**src/rtl/uart_rx.sv**
```systemverilog
// 8N1 UART receiver: 2-flop input synchroniser, 3-sample majority vote per bit,
// one-cycle byte-valid and framing-error strobes.
module uart_rx #(
  parameter int unsigned CLKS_PER_BIT = 16
) (
  input  logic       i_Clock,
  input  logic       i_Rst_L,
  input  logic       i_Rx_Serial,
  output logic       o_Rx_DV,
  output logic [7:0] o_Rx_Byte,
  output logic       o_Frame_Err,
  output logic       o_Busy
);

  localparam int unsigned CW = $clog2(CLKS_PER_BIT);
  localparam int unsigned H  = CLKS_PER_BIT / 2;

  typedef enum logic [2:0] {
    IDLE      = 3'd0,
    START     = 3'd1,
    DATA      = 3'd2,
    STOP      = 3'd3,
    WAIT_HIGH = 3'd4
  } state_t;

  state_t          state, state_n;
  logic            rx_meta, rx_s;
  logic [CW-1:0]   clk_cnt, cnt_n;
  logic [2:0]      bit_idx, bit_n;
  logic [7:0]      shift_reg, shift_n;
  logic            samp_a, samp_a_n, samp_b, samp_b_n;
  logic            dv_n, ferr_n;
  logic [7:0]      byte_n;
  logic            vote, last, at_vote;

  // Synchroniser resets to the idle-high line level so reset never looks like a start bit.
  always_ff @(posedge i_Clock or negedge i_Rst_L) begin
    if (!i_Rst_L) begin
      rx_meta <= 1'b1;
      rx_s    <= 1'b1;
    end else begin
      rx_meta <= i_Rx_Serial;
      rx_s    <= rx_meta;
    end
  end

  always_ff @(posedge i_Clock or negedge i_Rst_L) begin
    if (!i_Rst_L) begin
      state       <= IDLE;
      clk_cnt     <= '0;
      bit_idx     <= '0;
      shift_reg   <= '0;
      samp_a      <= 1'b1;
      samp_b      <= 1'b1;
      o_Rx_DV     <= 1'b0;
      o_Frame_Err <= 1'b0;
      o_Rx_Byte   <= '0;
      o_Busy      <= 1'b0;
    end else begin
      state       <= state_n;
      clk_cnt     <= cnt_n;
      bit_idx     <= bit_n;
      shift_reg   <= shift_n;
      samp_a      <= samp_a_n;
      samp_b      <= samp_b_n;
      o_Rx_DV     <= dv_n;
      o_Frame_Err <= ferr_n;
      o_Rx_Byte   <= byte_n;
      o_Busy      <= (state_n != IDLE);
    end
  end

  // Samples at H-1 and H are held; the third is rx_s itself on the vote cycle H+1.
  assign vote    = (samp_a & samp_b) | (samp_a & rx_s) | (samp_b & rx_s);
  assign last    = (clk_cnt == CW'(CLKS_PER_BIT - 1));
  assign at_vote = (clk_cnt == CW'(H + 1));

  always_comb begin
    state_n  = state;
    cnt_n    = clk_cnt;
    bit_n    = bit_idx;
    shift_n  = shift_reg;
    samp_a_n = (clk_cnt == CW'(H - 1)) ? rx_s : samp_a;
    samp_b_n = (clk_cnt == CW'(H))     ? rx_s : samp_b;
    dv_n     = 1'b0;
    ferr_n   = 1'b0;
    byte_n   = o_Rx_Byte;

    if (state != IDLE) begin
      cnt_n = last ? '0 : clk_cnt + CW'(1);
    end

    case (state)
      IDLE: begin
        cnt_n = '0;
        if (!rx_s) begin
          state_n = START;
          cnt_n   = CW'(1);
        end
      end
      START: begin
        if (at_vote && vote) begin
          state_n = IDLE;
          cnt_n   = '0;
        end else if (last) begin
          state_n = DATA;
          bit_n   = '0;
        end
      end
      DATA: begin
        if (at_vote) begin
          shift_n[bit_idx] = vote;
        end
        if (last) begin
          if (bit_idx == 3'd7) begin
            state_n = STOP;
          end else begin
            bit_n = bit_idx + 3'd1;
          end
        end
      end
      // Leave at mid stop bit so a slightly fast transmitter's next start edge is caught.
      STOP: begin
        if (at_vote) begin
          cnt_n = '0;
          if (vote) begin
            state_n = IDLE;
            dv_n    = 1'b1;
            byte_n  = shift_reg;
          end else begin
            state_n = WAIT_HIGH;
            ferr_n  = 1'b1;
          end
        end
      end
      WAIT_HIGH: begin
        cnt_n = '0;
        if (rx_s) begin
          state_n = IDLE;
        end
      end
      default: begin
        state_n = IDLE;
        cnt_n   = '0;
      end
    endcase
  end

endmodule
```
**config.mk**
```make
export PLATFORM = sky130hd
export DESIGN_NAME = uart_rx
export DESIGN_NICKNAME = d
export VERILOG_FILES = /design/src/rtl/uart_rx.sv
export SDC_FILE = /design/constraint.sdc
export NUM_CORES = 1
export LEC_CHECK = 0
export BUFFER_PORTS_ARGS = -buffer_cell sky130_fd_sc_hd__buf_2
export CORE_MARGIN = 5
export CORE_UTILIZATION = 60
export CTS_BUF_LIST = sky130_fd_sc_hd__clkbuf_8
export DETAILED_ROUTE_END_ITERATION = 6
export GPL_TIMING_DRIVEN = 0
export PLACE_DENSITY_LB_ADDON = 0.05
export SETUP_SLACK_MARGIN = 0.15
export SLEW_MARGIN = 10
export SYNTH_ARGS = -nofsm -noshare
export SYNTH_HDL_FRONTEND = slang
export SYNTH_SLANG_ARGS = --single-unit
```
**constraint.sdc**
```tcl
create_clock -name i_Clock -period 2.2 [get_ports i_Clock]
set_clock_uncertainty 0.05 [all_clocks]
set_input_delay 0.44 -clock i_Clock [delete_from_list [all_inputs] [get_ports i_Clock]]
set_output_delay 0.44 -clock i_Clock [all_outputs]
set_load 0.02 [all_outputs]
```
==> out/results.txt <==
status -> finished, final reports clean
Hold Crit Class -> input port to async pin
Die ar. -> 3671 um^2
Avg Cell Area, Syn -> 12.28 um^2
vias -> 1049
Routed WL -> 2709 um
total congestion overflow -> 0
RSZ-0062 raised after global routing -> false
reg2reg setup slack -> 210 ps
htree depth -> 2
most common cell after layout, fill and taps aside -> dfrtp_1
Num Clock Sinks -> 33
Detailed Place HPWL -> 1972 um
Setup CP Type -> flip-flop to flip-flop
Leakage -> 0.8934 nW
top-area cell type share of the netlist area -> 0.4727
CTS Buf Count -> 5
TritonCTS clock tree -> yes
Chip Width -> 60.59 um
DRT antenna net count -> 0
fin. max-slew vios -> 0
DP Area -> 1638 um^2
Setup TNS -> 0 ps
later-pin clock latency in the skew report -> 280 ps
Worst Setup SP -> clk_cnt[0]$_DFF_PN0_
synth warn -> 0
Reg2Reg Depth -> 6
Post-synth EDFFs -> 0
Initial DRT Pass Iterations -> 4
Setup violations, final -> 0
clock root buffer master -> clkbuf_8
CP Cell Sequence -> ha_2 > and3_1 > buf_2 > and2_1 > a211o_1 > or3_1
Syn Std Cell Area -> 1535 um^2
RR Endpoint -> o_Busy$_DFF_PN0_
Diodes inserted -> 0
syn_nets -> 133
Worst slew margin -> 0.5428
# DRC -> 0
critical path data arrival time -> 2090 ps
post-synthesis cell type count -> 38
GPL Wtd Cong -> 0.7761
Final period util -> 0.9037
Synth area leaders -> dfrtp_1, mux2_2, dfstp_2
Routed wire per std cell -> 15.22 um
Buffers on Ports -> 13
Ports -> 14
initial antenna violation count -> 0
via density per instance -> 5.893
Worst Setup EP -> o_Busy$_DFF_PN0_
RR Startpoint -> clk_cnt[0]$_DFF_PN0_
minimum clock period -> 1988 ps
Power Dens Cells -> 959.3 nW/um^2
crit path launch type -> flip-flop
largest net degree at the start of global routing -> 34
cell taking the most area after synthesis -> dfrtp_1
CTS clk-pin slew, worst paths -> 60 ps
clock buffer depth -> 2
async set or reset register ratio after synthesis -> 1.000
Slowest cell on crit path -> dfrtp_1
Crit Path Max Fanout -> 7
num rows -> 18
final hold vios -> 0
Layout Nets -> 155
max-cap violations -> 0
Seq cells post-synth -> 33
Peak Freq -> 503.0 MHz
first-pass GRT wire length -> 4857 um
worst endpoint required time -> 2300 ps
final instance area -> 1745 um^2
Initial Util -> 0.6254
CP max stage delay -> 420 ps
DR iter-0 viols -> 31
total track usage -> 0.1853
register area share after synthesis -> 0.5412
share of cells above drive strength 1 -> 0.3649
slew of the pin with the lowest slew margin -> 685.9 ps
most frequent cells in the layout -> dfrtp_1, buf_2, mux2_2
vias in the first global route -> 1041
Syn Inst Count -> 125
VDD IR max -> 795.7 uV
area added between synthesis and finish -> 13.69%
die extent in y -> 60.59 um
Setup crit end kind -> flip-flop
top_reg_cell synth -> dfrtp_1
Core Area -> 2455 um^2
==> timing repair <==
| action | CTS | global route |
|---|---|---|
| gates resized for setup | 0 | 1 |
| setup buffers | 0 | 2 |
| hold buffers | 0 | 0 |
| setup endpoints to repair | 0 | 1 |
==> synthesized netlist by cell type (2+ instances only) <==
| cell type | instances |
|---|---|
| dfrtp_1 | 29 |
| mux2_2 | 18 |
| buf_2 | 5 |
| ha_1 | 5 |
| inv_1 | 5 |
| nor2_1 | 5 |
| nor3_1 | 5 |
| dfstp_2 | 4 |
| nand3b_1 | 4 |
| a21oi_1 | 3 |
| and2_1 | 3 |
| nand2_1 | 3 |
| nand2b_1 | 3 |
| nand4_1 | 3 |
| nor2b_1 | 3 |
| a22o_1 | 2 |
| nand3_1 | 2 |
| nor4_1 | 2 |
| or3_1 | 2 |
==> how the worst min path moves through the flow <==
stage | start | endpoint | slack, ps
detailed placement | rx_meta$_DFF_PN1_ | rx_s$_DFF_PN1_ | 300
global route | i_Rx_Serial | rx_meta$_DFF_PN1_ | 200
floorplan | i_Rst_L | bit_idx[0]$_DFFE_PN0P_ | 90
global placement | rx_meta$_DFF_PN1_ | rx_s$_DFF_PN1_ | 300
CTS | i_Rst_L | shift_reg[7]$_DFFE_PN0P_ | 180
finish | i_Rst_L | clk_cnt[2]$_DFF_PN0_ | 150
==> worst max-delay path: cells and delay by family, from the launching register on <==
kind | cells | cell delay, ps
AO/OA/AOI/OAI | 1 | 300
buffers and inverters | 1 | 160
AND/OR/NAND/NOR | 3 | 690
adder cells (fa/ha/maj) | 1 | 230
flip-flops | 1 | 420
==> cells by family (layout without fill, tap and decap cells) <==
logic type      after synthesis  after routing  share of synthesized area
simple gates                 40             40                     0.1565
flops                        33             33                     0.5412
mux                          19             19                     0.1394
compound gates               15             15                    0.07824
buf+inv                      11             34                    0.03097
fa+ha+maj                     6              6                    0.04808
xor+xnor                      1              1                   0.005706
==> routing by layer <==
| metal | track usage | part of all wire |
|---|---|---|
| met1 | 0.2535 | 0.44 |
| met2 | 0.2763 | 0.49 |
| met3 | 0.05745 | 0.055 |
| met4 | 0.07430 | 0.014 |
| met5 | 0 | 0 |
==> cell type report <==
type | count | area [um^2]
Inverter | 5 | 18.77
Tap cell | 30 | 37.54
Fill cell | 176 | 709.4
Timing Repair Buffer | 15 | 80.08
Sequential cell | 33 | 830.8
Buffer | 6 | 28.78
Multi-Input combinational cell | 81 | 659.4
Clock buffer | 6 | 82.58
Clock inverter | 2 | 7.507
==> report_power, final <==
| group | internal, mW | switching (mW) |
|---|---|---|
| Clock | 0.245 | 0.194 |
| Combinational | 0.208 | 0.256 |
| Sequential | 0.701 | 0.0705 |
==> metrics by stage <==
stage                       util  hold WS, ps  cells  total power [mW]  worst slack, ps
after floorplan                -        94.41    125             1.095            314.7
after global placement    0.6672        295.6    168             1.183            223.8
after detailed placement  0.6672        300.4    168             1.211            177.6
after CTS                 0.7039        176.2    176             1.654            156.8
after global routing      0.7110        199.3    178             1.784            154.5
final                     0.7110        148.3    178             1.674            211.8
No activity file was read; power rests on OpenSTA's default activity.
